<file path="config.mk">
export PLATFORM = sky130hd
export DESIGN_NAME = vga_text_gen
export DESIGN_NICKNAME = d
export VERILOG_FILES = /design/src/rtl/vga_text_gen_pkg.sv /design/src/rtl/vga_text_gen_blink_ctr.sv /design/src/rtl/vga_text_gen.sv
export SDC_FILE = /design/constraint.sdc
export NUM_CORES = 1
export LEC_CHECK = 0
export ABC_AREA = 1
export CORE_ASPECT_RATIO = 1.75
export CORE_MARGIN = 3
export CORE_UTILIZATION = 35
export DETAILED_ROUTE_END_ITERATION = 10
export GPL_ROUTABILITY_DRIVEN = 0
export GPL_TIMING_DRIVEN = 1
export PLACE_DENSITY_LB_ADDON = 0.3
export SLEW_MARGIN = 10
export SYNTH_ARGS = -nofsm -noshare
export SYNTH_HDL_FRONTEND = slang
export SYNTH_SLANG_ARGS = --single-unit
export TNS_END_PERCENT = 1
</file>
<file path="constraint.sdc">
create_clock -name clk -period 3 [get_ports clk]
set_input_delay 0.45 -clock clk [delete_from_list [all_inputs] [get_ports clk]]
set_output_delay 0.45 -clock clk [all_outputs]
set_load 0.005 [all_outputs]
</file>
<file path="src/rtl/vga_text_gen_pkg.sv">
`default_nettype none
// ============================================================================
// Module      : vga_text_pkg
// Description : Shared constants for the 80x30 text-mode pixel generator.
//               Covers screen geometry, glyph size, attribute word layout
//               and the 16-colour CGA palette in 12-bit RGB.
// Revision    : 1.0 - initial release
// ============================================================================
package vga_text_pkg;

    localparam int COLS    = 80;
    localparam int ROWS    = 30;
    localparam int GLYPH_W = 8;
    localparam int GLYPH_H = 16;

    // Attribute word layout: {bg[3:0], fg[3:0], char[7:0]}
    localparam int ATTR_CHAR_LSB = 0;
    localparam int ATTR_CHAR_MSB = 7;
    localparam int ATTR_FG_LSB   = 8;
    localparam int ATTR_FG_MSB   = 11;
    localparam int ATTR_BG_LSB   = 12;
    localparam int ATTR_BG_MSB   = 15;

    // Packed so that CGA_PALETTE[i] is colour index i (entry 0 is rightmost).
    localparam logic [15:0][11:0] CGA_PALETTE = {
        12'hFFF, 12'hFF5, 12'hF5F, 12'hF55,
        12'h5FF, 12'h5F5, 12'h55F, 12'h555,
        12'hAAA, 12'hA50, 12'hA0A, 12'hA00,
        12'h0AA, 12'h0A0, 12'h00A, 12'h000
    };

    function automatic logic [11:0] palette_lookup(input logic [3:0] idx);
        return CGA_PALETTE[idx];
    endfunction

endpackage
`default_nettype wire

</file>
<file path="src/rtl/vga_text_gen_blink_ctr.sv">
`default_nettype none
// ============================================================================
// Module      : vga_blink_ctr
// Description : Cursor blink timebase. Counts rising edges of the raw vsync
//               input (sampled on pixel ticks) and toggles blink_phase every
//               BLINK_FRAMES frames.
// Revision    : 1.0 - initial release
// ============================================================================
module vga_blink_ctr #(
    parameter int BLINK_FRAMES = 30
) (
    input  logic clk,
    input  logic reset,
    input  logic p_tick,
    input  logic vsync,
    output logic blink_phase
);

    // A single-frame period would need a zero-width counter; keep one bit.
    localparam int               CNT_W  = (BLINK_FRAMES > 1) ? $clog2(BLINK_FRAMES) : 1;
    localparam logic [CNT_W-1:0] C_LAST = CNT_W'(BLINK_FRAMES - 1);

    logic             r_vsync_prev;
    logic [CNT_W-1:0] r_frame_cnt;
    logic             r_blink_phase;
    logic             w_vs_rise;

    assign w_vs_rise   = p_tick & vsync & ~r_vsync_prev;
    assign blink_phase = r_blink_phase;

    // Edge-detect vsync on pixel ticks, count frames, toggle phase on wrap.
    always_ff @(posedge clk or posedge reset) begin
        if (reset) begin
            r_vsync_prev  <= 1'b0;
            r_frame_cnt   <= '0;
            r_blink_phase <= 1'b0;
        end else if (p_tick) begin
            r_vsync_prev <= vsync;
            if (w_vs_rise) begin
                if (r_frame_cnt == C_LAST) begin
                    r_frame_cnt   <= '0;
                    r_blink_phase <= ~r_blink_phase;
                end else begin
                    r_frame_cnt <= r_frame_cnt + CNT_W'(1);
                end
            end
        end
    end

endmodule
`default_nettype wire

</file>
<file path="src/rtl/vga_text_gen.sv">
`default_nettype none
// ============================================================================
// Module      : vga_text_gen
// Description : 80x30 text-mode pixel generator with 8x16 glyphs. Fetches
//               char/attribute from an external synchronous text RAM, glyph
//               rows from an external synchronous font ROM, overlays a
//               blinking underline cursor and realigns syncs to the 3-tick
//               fetch pipeline.
// Revision    : 1.0 - initial release
// ============================================================================
module vga_text_gen
    import vga_text_pkg::*;
#(
    parameter int COLS_P       = COLS,
    parameter int ROWS_P       = ROWS,
    parameter int BLINK_FRAMES = 30,
    // Pixel-tick latency of the rgb path; the stage structure fixes it at 3.
    parameter int PIPE         = 3
) (
    input  logic        clk,
    input  logic        reset,
    input  logic        p_tick,
    input  logic        video_on,
    input  logic        hsync,
    input  logic        vsync,
    input  logic [11:0] pixel_x,
    input  logic [11:0] pixel_y,
    output logic [11:0] text_addr,
    input  logic [15:0] text_data,
    output logic [11:0] font_addr,
    input  logic [7:0]  font_data,
    input  logic        cursor_en,
    input  logic [6:0]  cursor_col,
    input  logic [4:0]  cursor_row,
    output logic [11:0] rgb,
    output logic        hsync_out,
    output logic        vsync_out
);

    // ------------------------------------------------------------------
    // Stage-1 combinational decode
    // ------------------------------------------------------------------
    logic [6:0]  w_col;
    logic [4:0]  w_row;
    logic [11:0] w_addr;
    logic        w_cur_hit;
    logic        w_unused;

    assign w_col = pixel_x[9:3];
    assign w_row = pixel_y[8:4];

    // row*80 + col as (row<<6) + (row<<4) + col, wrapping at 12 bits.
    assign w_addr = {1'b0, w_row, 6'b0} + {3'b0, w_row, 4'b0} + {5'b0, w_col};

    // Out-of-range cursor coordinates are rejected so they never alias
    // onto the off-screen columns/rows produced during blanking.
    assign w_cur_hit = cursor_en
                     & (w_col == cursor_col) & (w_row == cursor_row)
                     & (cursor_col < 7'(COLS_P)) & (cursor_row < 5'(ROWS_P));

    assign w_unused = ^{pixel_x[11:10], pixel_y[11:9]};

    // ------------------------------------------------------------------
    // Pipeline registers
    // ------------------------------------------------------------------
    logic [11:0] r_text_addr;
    logic [2:0]  r_x1;
    logic [3:0]  r_y1;
    logic        r_von1;
    logic        r_hit1;

    logic [11:0] r_font_addr;
    logic [3:0]  r_fg2;
    logic [3:0]  r_bg2;
    logic [2:0]  r_x2;
    logic [3:0]  r_y2;
    logic        r_von2;
    logic        r_hit2;

    logic        r_pix3;
    logic [3:0]  r_fg3;
    logic [3:0]  r_bg3;
    logic        r_von3;

    logic [11:0] r_rgb;

    // Syncs are a plain PIPE+1 deep shift of {hsync, vsync}: the first
    // entry lines up with stage 1, the last one is the output register.
    logic [PIPE:0][1:0] r_sync_dly;

    // ------------------------------------------------------------------
    // Stage-3 combinational pixel select and cursor overlay
    // ------------------------------------------------------------------
    logic       w_blink_phase;
    logic [2:0] w_bit_idx;
    logic       w_cursor_on;
    logic       w_pix;

    assign w_bit_idx   = 3'(GLYPH_W - 1) - r_x2;
    assign w_cursor_on = r_hit2 & w_blink_phase & (r_y2 >= 4'(GLYPH_H - 2));
    assign w_pix       = font_data[w_bit_idx] | w_cursor_on;

    // Advance the whole fetch/render pipeline on each pixel tick.
    always_ff @(posedge clk or posedge reset) begin
        if (reset) begin
            r_text_addr <= '0;
            r_x1        <= '0;
            r_y1        <= '0;
            r_von1      <= 1'b0;
            r_hit1      <= 1'b0;
            r_font_addr <= '0;
            r_fg2       <= '0;
            r_bg2       <= '0;
            r_x2        <= '0;
            r_y2        <= '0;
            r_von2      <= 1'b0;
            r_hit2      <= 1'b0;
            r_pix3      <= 1'b0;
            r_fg3       <= '0;
            r_bg3       <= '0;
            r_von3      <= 1'b0;
            r_rgb       <= '0;
            r_sync_dly  <= '0;
        end else if (p_tick) begin
            // Stage 1: issue text RAM read, capture position and cursor hit
            r_text_addr <= w_addr;
            r_x1        <= pixel_x[2:0];
            r_y1        <= pixel_y[3:0];
            r_von1      <= video_on;
            r_hit1      <= w_cur_hit;
            // Stage 2: text word is back, issue font ROM read
            r_font_addr <= {text_data[ATTR_CHAR_MSB:ATTR_CHAR_LSB], r_y1};
            r_fg2       <= text_data[ATTR_FG_MSB:ATTR_FG_LSB];
            r_bg2       <= text_data[ATTR_BG_MSB:ATTR_BG_LSB];
            r_x2        <= r_x1;
            r_y2        <= r_y1;
            r_von2      <= r_von1;
            r_hit2      <= r_hit1;
            // Stage 3: glyph row is back, pick the pixel bit
            r_pix3      <= w_pix;
            r_fg3       <= r_fg2;
            r_bg3       <= r_bg2;
            r_von3      <= r_von2;
            // Output: colour lookup with blanking
            r_rgb       <= r_von3 ? palette_lookup(r_pix3 ? r_fg3 : r_bg3) : 12'h000;
            r_sync_dly  <= {r_sync_dly[PIPE-1:0], {hsync, vsync}};
        end
    end

    vga_blink_ctr #(
        .BLINK_FRAMES (BLINK_FRAMES)
    ) u_blink (
        .clk         (clk),
        .reset       (reset),
        .p_tick      (p_tick),
        .vsync       (vsync),
        .blink_phase (w_blink_phase)
    );

    assign text_addr = r_text_addr;
    assign font_addr = r_font_addr;
    assign rgb       = r_rgb;
    assign hsync_out = r_sync_dly[PIPE][1];
    assign vsync_out = r_sync_dly[PIPE][0];

endmodule
`default_nettype wire

</file>
=== Word-level counts from Yosys, hierarchy flattened ===
Memories as Yosys holds them, arrays and structs flattened.
Index checks and enable logic that the tools add are counted.

* Register bits after elaboration: 87
* Bits in latches: 0
* Memory bits (writable): 0
* ROM bits: 192
* Output and inout port bits: 38
* Logic and storage cells: 56
* Memories kept: 1

{| class="wikitable"
|+ Memories
! name !! depth !! width !! read ports !! clocked after memory_dff !! wr ports !! RTL line !! text
|-
| (name not given) || 16 || 12 || 1 || 0 || 0 || vga_text_gen_pkg.sv:33 || <nowiki>return CGA_PALETTE[idx];</nowiki>
|}

* $add $sub $neg: 4
* $mul: 0
* Div/mod/pow operators: 0
* Order comparisons: 5
* Eq/ne operators: 3
* Shifts and indexed selects: 0
* Multiplexer cells: 6
* Bitwise operators: 11
* Reductions and logical operators: 2

{| class="wikitable"
|+ Operators with widths
! kind !! count
|-
| two-way mux 12 bit || 2
|-
| adder 11 x 9 -> 12 bit || 1
|-
| adder 12 x 7 -> 12 bit || 1
|-
| bitwise AND 1 bit || 8
|-
| == test 7 bit || 1
|-
| less-than comparator 7 bit, second input constant || 1
|-
| adder 5 x 1 -> 5 bit, second input constant || 1
|-
| == test 5 bit || 1
|-
| == test 5 bit, second input constant || 1
|-
| less-than comparator 4 x 5 -> 1 bit, second input constant || 1
|-
| less-than comparator 5 bit, second input constant || 1
|-
| two-way mux 5 bit || 1
|-
| >= comparator 4 bit, second input constant || 1
|-
| less-than comparator 3 x 4 -> 1 bit, second input constant || 1
|-
| two-way mux 4 bit || 1
|-
| binary-select mux 1 bit (select 3 bit) || 1
|-
| AND reduction 3 bit || 1
|-
| subtractor 3 bit, first input constant || 1
|-
| inverter 1 bit || 2
|-
| AND reduction 2 bit || 1
|-
| two-way mux 1 bit || 1
|-
| OR 1 bit || 1
|}

=== Longest topological paths before layout ===
Gate-level depths: netlist of the first run.

* Depth in word-level cells: 5
* Depth in mapped cells: 11
* Depth with buffers taken out: 11

=== Hierarchy ===
From an unflattened synthesis of the first run, not the netlist that was laid out.

* Cells, all modules: 471
* Area total of the unflattened synthesis: 3784.9 um^2

{| class="wikitable"
|+ Modules (own cells, without submodules)
! module !! instances !! cells an instance !! area each (um^2)
|-
| vga_text_gen || 1 || 422 || 3378.2
|-
| vga_blink_ctr || 1 || 49 || 406.6
|}

=== Worst setup path before layout of the first run ===
OpenSTA, ideal clock, no wires.

* Path type: input to register
* From: input port pixel_x[9]
* To: register r_text_addr[9] (netlist: text_addr[9])
* Arrival: 1.834 ns
* Data required time: 2.867 ns
* Setup slack: 1.033 ns
* Stages on the path: 8
* Buffers on the path: 0
* Path through: inv_1 -> fa_1 -> fa_1 -> inv_1 -> nand3_1 -> nand2_1 -> xnor2_1 -> o21ai_0

* Word-level cells in the longest chain between the ends: 1

{| class="wikitable"
|+ RTL lines
! element !! RTL line !! text
|-
| start, declared || vga_text_gen.sv:26 || <nowiki>input logic [11:0] pixel_x,</nowiki>
|-
| adder 12 x 7 -> 12 bit || vga_text_gen.sv:53 || <nowiki>assign w_addr = {1'b0, w_row, 6'b0} + {3'b0, w_row, 4'b0} + {5'b0, w_col};</nowiki>
|-
| end signal, assigned || vga_text_gen.sv:126 || <nowiki>r_text_addr <= w_addr;</nowiki>
|-
| end, declared || vga_text_gen.sv:66 || <nowiki>logic [11:0] r_text_addr;</nowiki>
|}

No other way between the ends.
A chain may end at the register's enable or synchronous reset.

=== Worst setup path in the final report of the first run ===
* From: input port pixel_y[4]
* To: register r_text_addr[9] (netlist: text_addr[9])

* Word-level cells in the longest chain between the ends: 2

{| class="wikitable"
|+ RTL lines
! element !! RTL line !! text
|-
| start, declared || vga_text_gen.sv:27 || <nowiki>input logic [11:0] pixel_y,</nowiki>
|-
| adder 11 x 9 -> 12 bit || vga_text_gen.sv:53 ||
|-
| adder 12 x 7 -> 12 bit || vga_text_gen.sv:53 ||
|}

No other way between the ends.

==> results by group, run 1 <==
Power and ir drop
  • Worst VDD drop: 0.000277 V
  • Total power: 2870 uW
  • Static leakage: 0.00252 uW
  • Pwr Density: 574 nW/um2

Layout
  • Share of layout cells above drive strength 1: 4.86%
  • Finished Cell Area: 5000 um2
  • Final core occ: 49.8%
  • Area Overhead vs Synth: 37.0%
  • Ant. Diodes: 0
  • Nets: 631

Global route
  • Total GRT Usage: 14.6%
  • Global-route wire length before repair: 13,800 um
  • Largest net degree at the start of global routing: 69
  • Vias in the first global route: 3,157
  • Initial antenna violation count: 0
  • Congestion Overflow GR: 0

Worst setup path
  • Worst Path Required: 3.19 ns
  • R2R cell count: 5
  • Worst R2R Start: r_pix3$_DFFE_PP0P_
  • Critical Path Start Type: primary input
  • Crit path max fanout: 4
  • Worst reg2reg endpoint: rgb[6]$_DFFE_PP0P_
  • CP Cell Sequence: clkdlybuf4s50_1, inv_1, fa_1, fa_1, inv_1, nand3_1, nand2_1, xnor2_1, o21ai_0
  • Buf+Inv Stages, Crit Path: 3
  • Crit path max-delay family: adder cells
  • Worst path slowest cell: clkdlybuf4s50_1
  • Critical Path Sink Type: register
  • Critical path class: primary input to register
  • CP arrival: 2.51 ns
  • Critical Path Max Stage Delay: 0.53 ns
  • Setup slack, reg-to-reg: 1.77 ns

Logic synthesis
  • Yosys cell types: 25
  • Synth top area share: 51.5%
  • Top cells by area, synth: dfrtp_1 51%, nand2_1 19%, inv_1 6.7%
  • Synth cell count leaders: 180 x nand2_1, 75 x dfrtp_1, 65 x inv_1, 47 x o21ai_0, 18 x nand3_1
  • EDFF count, synth: 0
  • Post-synthesis cell area: 3650 um2
  • Mean post-synth cell area: 7.93 um2
  • Post-synth net total: 540
  • Synth area leader: dfrtp_1
  • Ys async rst share: 100%
  • Synthesized flop and latch total: 75
  • Most frequent cell after synthesis: nand2_1
  • Post-synth top flop: dfrtp_1
  • Yosys warns: 0
  • Seq/Total Area, Yosys: 51.5%
  • Post-synthesis cell count: 460

Clocking
  • CTS resizes: 0
  • Worst skew pair latency: 0.33 ns
  • Post-CTS setup buffer count: 0
  • CTS tree: done
  • Hold buffer count at CTS: 0
  • Bufs on Longest Clock Path: 2
  • H-tree depth: 3
  • Worst-path clk slew: 0.06 ns
  • CTS Sinks: 75
  • TritonCTS Buffers: 9
  • Clock root buffer master: clkbuf_16

Run
  • Max cap viols: 0

Place
  • Cell Area, Placed: 4700 um2
  • Port bufs: 99
  • DP HPWL: 6170 um

Floorplan
  • I/O pin count: 105
  • Die ar.: 11,700 um2
  • Initial Util: 36.4%
  • FP Rows: 48
  • Core ar.: 10,000 um2
  • Chip width: 83.2 um
  • Die H: 141 um

STA
  • Unrepaired setup endpoints after global routing: false
  • Clk_skew: 0.00797 ns
  • Part of the cycle the worst path needs: 77.3%
  • Worst slew pin tran: 0.638 ns
  • Final Max Slew Viols: 0
  • Min Tclk post-route: 2.32 ns
  • Max Freq: 0.431 GHz
  • Setup Viol. Count Final: 0
  • Relative slew slack: 57.5%
  • Hold violation count in the final report: 0
  • Final TNS setup: 0 ns

Detailed routing
  • Total iterations of the first detailed-routing run: 4
  • DR DRC count: 0
  • WL/cell: 12.1 um
  • Final wirelength: 8240 um
  • Routed via count: 3,135
  • Vias per cell: 4.61
  • DRT antenna net count: 0
  • Iter 0 DRT Violations: 130

Worst hold path
  • Hold path cells: 2
  • Hold/Removal Path Class: register to register
  • Hold path startpoint: r_x1[1]$_DFFE_PP0P_
  • Hold EP: r_x1[1]$_DFFE_PP0P_

Run status
  • Outcome: finished clean
[flip-flops by register name, indices dropped and copies added (netlist names)]
register and cells:
r_von2 1, font_addr 12, r_x2 3, r_fg2 4
u_blink.r_frame_cnt 5, r_von1 1, u_blink.blink_phase 1, rgb 5
r_hit1 1, r_fg3 4, r_x1 3, hsync_out 1
r_y1 4, vsync_out 1, r_von3 1, r_bg2 4
r_sync_dly 6, r_hit2 1, r_pix3 1, r_bg3 4
text_addr 12
[how the worst max path moves through the flow]
stage / from / end / slack, ns / cells after the start
after CTS: pixel_y[4] / text_addr[9]$_DFFE_PP0P_ / 0.68 / 9
after detailed placement: pixel_y[4] / text_addr[9]$_DFFE_PP0P_ / 0.31 / 9
final: pixel_y[4] / text_addr[9]$_DFFE_PP0P_ / 0.68 / 9
after global routing: pixel_y[4] / text_addr[9]$_DFFE_PP0P_ / 0.57 / 9
after global placement: pixel_y[4] / text_addr[9]$_DFFE_PP0P_ / 0.41 / 9
after floorplan: reset / font_addr[0]$_DFFE_PP0P_ / 0.64 / 1
[cells in the final DEF (no fill, tap or decap)]
cell type,instances
nand2_1,180
clkdlybuf4s50_1,98
dfrtp_1,75
inv_1,63
o21ai_0,47
nand3_1,18
nor2_1,13
ha_1,11
clkbuf_16,9
a21oi_1,6
o21ai_1,3
nand4_1,3
nand2_2,2
inv_2,2
xnor2_1,2
clkinv_2,2
xor2_1,2
nor3_1,2
fa_1,2
buf_4,2
nor2_4,1
o31ai_2,1
nor2_2,1
o21bai_1,1
or2_2,1
o22ai_1,1
clkbuf_1,1
clkbuf_8,1
clkinvlp_4,1
bufinv_16,1
clkinv_4,1
buf_2,1
buf_12,1
[stage by stage]
step | std cells | hold WS (ns) | worst slack, ns
final | 680 | 0.469 | 0.682
after global routing | 680 | 0.495 | 0.574
after CTS | 680 | 0.474 | 0.677
after detailed placement | 665 | 0.459 | 0.313
after global placement | 665 | 0.455 | 0.408
after floorplan | 460 | 0.442 | 0.640
[report_power, final]
group	internal (uW)	switching, uW	leakage [uW]
Clock	661	385	0.000142
Combinational	306	271	0.00145
Sequential	1150	92.8	0.000928
Total	2120	749	0.00252
[cell type report]
type / count / area, um2
fillers: 965 / 5030
inverters: 66 / 249
clock buffers: 11 / 243
well taps: 125 / 156
repair buffers: 102 / 1020
clock inverters: 4 / 51.3
multi-input cells: 297 / 1400
flip-flops and latches: 75 / 1880
[cell families (layout without fill, tap and decap cells)]
family / Yosys count / count (layout) / share of synthesized area, %
and+or+nand+nor: 221 / 221 / 24.1
buffers and inverters: 88 / 183 / 10.2
DFF: 75 / 75 / 51.5
AOI/OAI and AO/OA: 59 / 59 / 8.41
adders and majority gates: 13 / 13 / 4.87
xor gates and xnor gates: 4 / 4 / 0.961
[routing by layer]
metal | share of wire (%) | wire [um] | global-route usage, %
met2 | 54 | 4470 | 27.2
met3 | 3.7 | 308 | 3.45
met4 | 2.0 | 161 | 5.68
met5 | 0 | 0 | 0
met1 | 40 | 3300 | 15.7
[worst reg2reg max path: stages (launching register included)]
cell and delay, ns:
dfrtp_1 0.47, o21ai_0 0.32, nand3_1 0.12, nand2_1 0.07, nand3_1 0.09, nand2_1 0.11
No activity file was read; power rests on OpenSTA's default activity.
==> run 2, diff against run 1 <==
==> constraint.sdc (replaced) <==
create_clock -name clk -period 1.9 [get_ports clk]
set_input_delay 0.285 -clock clk [delete_from_list [all_inputs] [get_ports clk]]
set_output_delay 0.285 -clock clk [all_outputs]
set_load 0.005 [all_outputs]
==> results by group, run 2 (same netlist as run 1, synthesis figures left out) <==
Worst setup path
  • Worst Path Required: 2.10 ns
  • Crit path max-delay family: adder cells
  • Worst path slowest cell: clkdlybuf4s50_1
  • CP Cell Sequence: clkdlybuf4s50_1, ha_1, ha_1, inv_1, fa_2, inv_2, nand3_1, nand2_2, xnor2_1, o21ai_0
  • Critical Path Sink Type: register
  • CP arrival: 2.03 ns
  • Critical Path Start Type: primary input
  • Critical path class: primary input to register
  • Buf+Inv Stages, Crit Path: 3
  • Crit path max fanout: 2
  • CP most frequent cell: ha_1
  • Critical Path Max Stage Delay: 0.43 ns

Global route
  • Total GRT Usage: 15.2%
  • Vias in the first global route: 3,278
  • Congestion Overflow GR: 0
  • Largest net degree at the start of global routing: 76
  • Global-route wire length before repair: 14,500 um
  • Initial antenna violation count: 0

STA
  • Part of the cycle the worst path needs: 96.3%
  • Worst slew pin tran: 0.389 ns
  • Final Max Slew Viols: 0
  • Clk_skew: 0.00464 ns
  • Relative slew slack: 74.1%
  • Hold violation count in the final report: 0
  • Min Tclk post-route: 1.83 ns
  • Setup Viol. Count Final: 0
  • Unrepaired setup endpoints after global routing: false
  • Final worst setup slack: 0.0694 ns
  • Max Freq: 0.546 GHz

Detailed routing
  • Total iterations of the first detailed-routing run: 4
  • DRT antenna net count: 0
  • WL/cell: 12.4 um
  • Final wirelength: 8610 um
  • DR DRC count: 0
  • Routed via count: 3,193
  • Iter 0 DRT Violations: 171
  • Vias per cell: 4.59

Clocking
  • Bufs on Longest Clock Path: 2
  • CTS Sinks: 75
  • TritonCTS Buffers: 9
  • Worst-path clk slew: 0.06 ns
  • Post-CTS setup buffer count: 0
  • Worst skew pair latency: 0.33 ns
  • CTS tree: done
  • Hold buffer count at CTS: 0
  • Clock root buffer master: clkbuf_16
  • H-tree depth: 3

Floorplan
  • Die ar.: 11,700 um2
  • Chip width: 83.2 um
  • I/O pin count: 105
  • Core ar.: 10,000 um2
  • Initial Util: 36.4%
  • Die H: 141 um
  • FP Rows: 48

Place
  • Cell Area, Placed: 4820 um2
  • DP HPWL: 6380 um
  • Port bufs: 99
  • DP Worst Slack: -0.544 ns

Layout
  • Most common cell after layout, fill and taps aside: nand2_1
  • Nets: 646
  • Final core occ: 51.2%
  • Most frequent cells in the layout: 179 x nand2_1, 94 x clkdlybuf4s50_1, 75 x dfrtp_1, 58 x inv_1, 47 x o21ai_0
  • Ant. Diodes: 0
  • Area Overhead vs Synth: 40.9%
  • Share of layout cells above drive strength 1: 9.28%
  • Finished Cell Area: 5140 um2

Run status
  • Outcome: finished clean

Run
  • Max cap viols: 0

Power and ir drop
  • Total power: 4600 uW
  • Worst VDD drop: 0.000515 V
  • Static leakage: 0.00260 uW
  • Pwr Density: 896 nW/um2

Worst hold path
  • Hold/Removal Path Class: primary input to register
[run 2: final timing paths]
path,from,end,slack [ns],cells after the start
min in group asynchronous,reset,u_blink.r_frame_cnt[2]$_DFFE_PP0P_,0.42,3
worst min-delay path,p_tick,r_y1[0]$_DFFE_PP0P_,0.33,3
worst max register to register,u_blink.r_frame_cnt[1]$_DFFE_PP0P_,u_blink.blink_phase$_DFFE_PP0P_,0.68,6
worst max-delay path,pixel_y[5],text_addr[9]$_DFFE_PP0P_,0.07,10
worst min register to register,font_addr[7]$_DFFE_PP0P_,font_addr[7]$_DFFE_PP0P_,0.47,2
max in group asynchronous,reset,font_addr[8]$_DFFE_PP0P_,1.18,3
[run 2: repair_timing]
item                                    4_1_cts  5_1_grt
endpoints found under the setup margin        5        4
resized for setup                            10        4
pin swaps                                     3        0
[run 2: routing by layer]
metal	up-vias	wire, um	global-route usage (%)
met5	-	0	0
met4	0	152	6.12
met3	11	314	3.27
met2	70	4760	28.4
met1	1499	3390	16.4
li1	1613	-	-
[run 2: area by class of cell]
cell class                 instances  area, um2
sequential                        75       1880
timing repair buffer             117       1130
multi-input combinational        297       1430
clock inverter                     5       52.6
fill                             967       4890
tap                              125        156
inverter                          66        251
clock buffer                      11        243
[run 2: worst reg2reg max path: cells and delay by family, from the launching register on]
kind | cells | cell delay [ns]
and+or+nand+nor | 2 | 0.21
adders and majority gates | 1 | 0.13
xor gates and xnor gates | 1 | 0.17
buffers and inverters | 2 | 0.17
DFF | 1 | 0.41
[run 2: power by group]
group / switching (uW) / internal [uW] / leakage, uW
sequential: 146 / 1820 / 0.000928
combinational: 450 / 516 / 0.00152
clock: 627 / 1040 / 0.000145
total: 1220 / 3380 / 0.00260
[run 2: per-stage QoR]
step	TNS, ns	hold slack (ns)	cells
detailed placement	-2.77	0.458	680
global placement	-2.40	0.455	680
finish	0	0.326	696
floorplan	0	0.402	460
CTS	0	0.324	696
global route	0	0.350	696
==> run 3, diff against run 2 <==
--- a/config.mk
+++ b/config.mk
@@ -9,6 +9,7 @@
 export CORE_ASPECT_RATIO = 1.75
 export CORE_MARGIN = 3
 export CORE_UTILIZATION = 35
+export CTS_CLUSTER_DIAMETER = 100
 export DETAILED_ROUTE_END_ITERATION = 10
 export GPL_ROUTABILITY_DRIVEN = 0
 export GPL_TIMING_DRIVEN = 1
==> results of run 3 <==
Same layout as run 2: the final DEF is identical, and so are final timing and power.
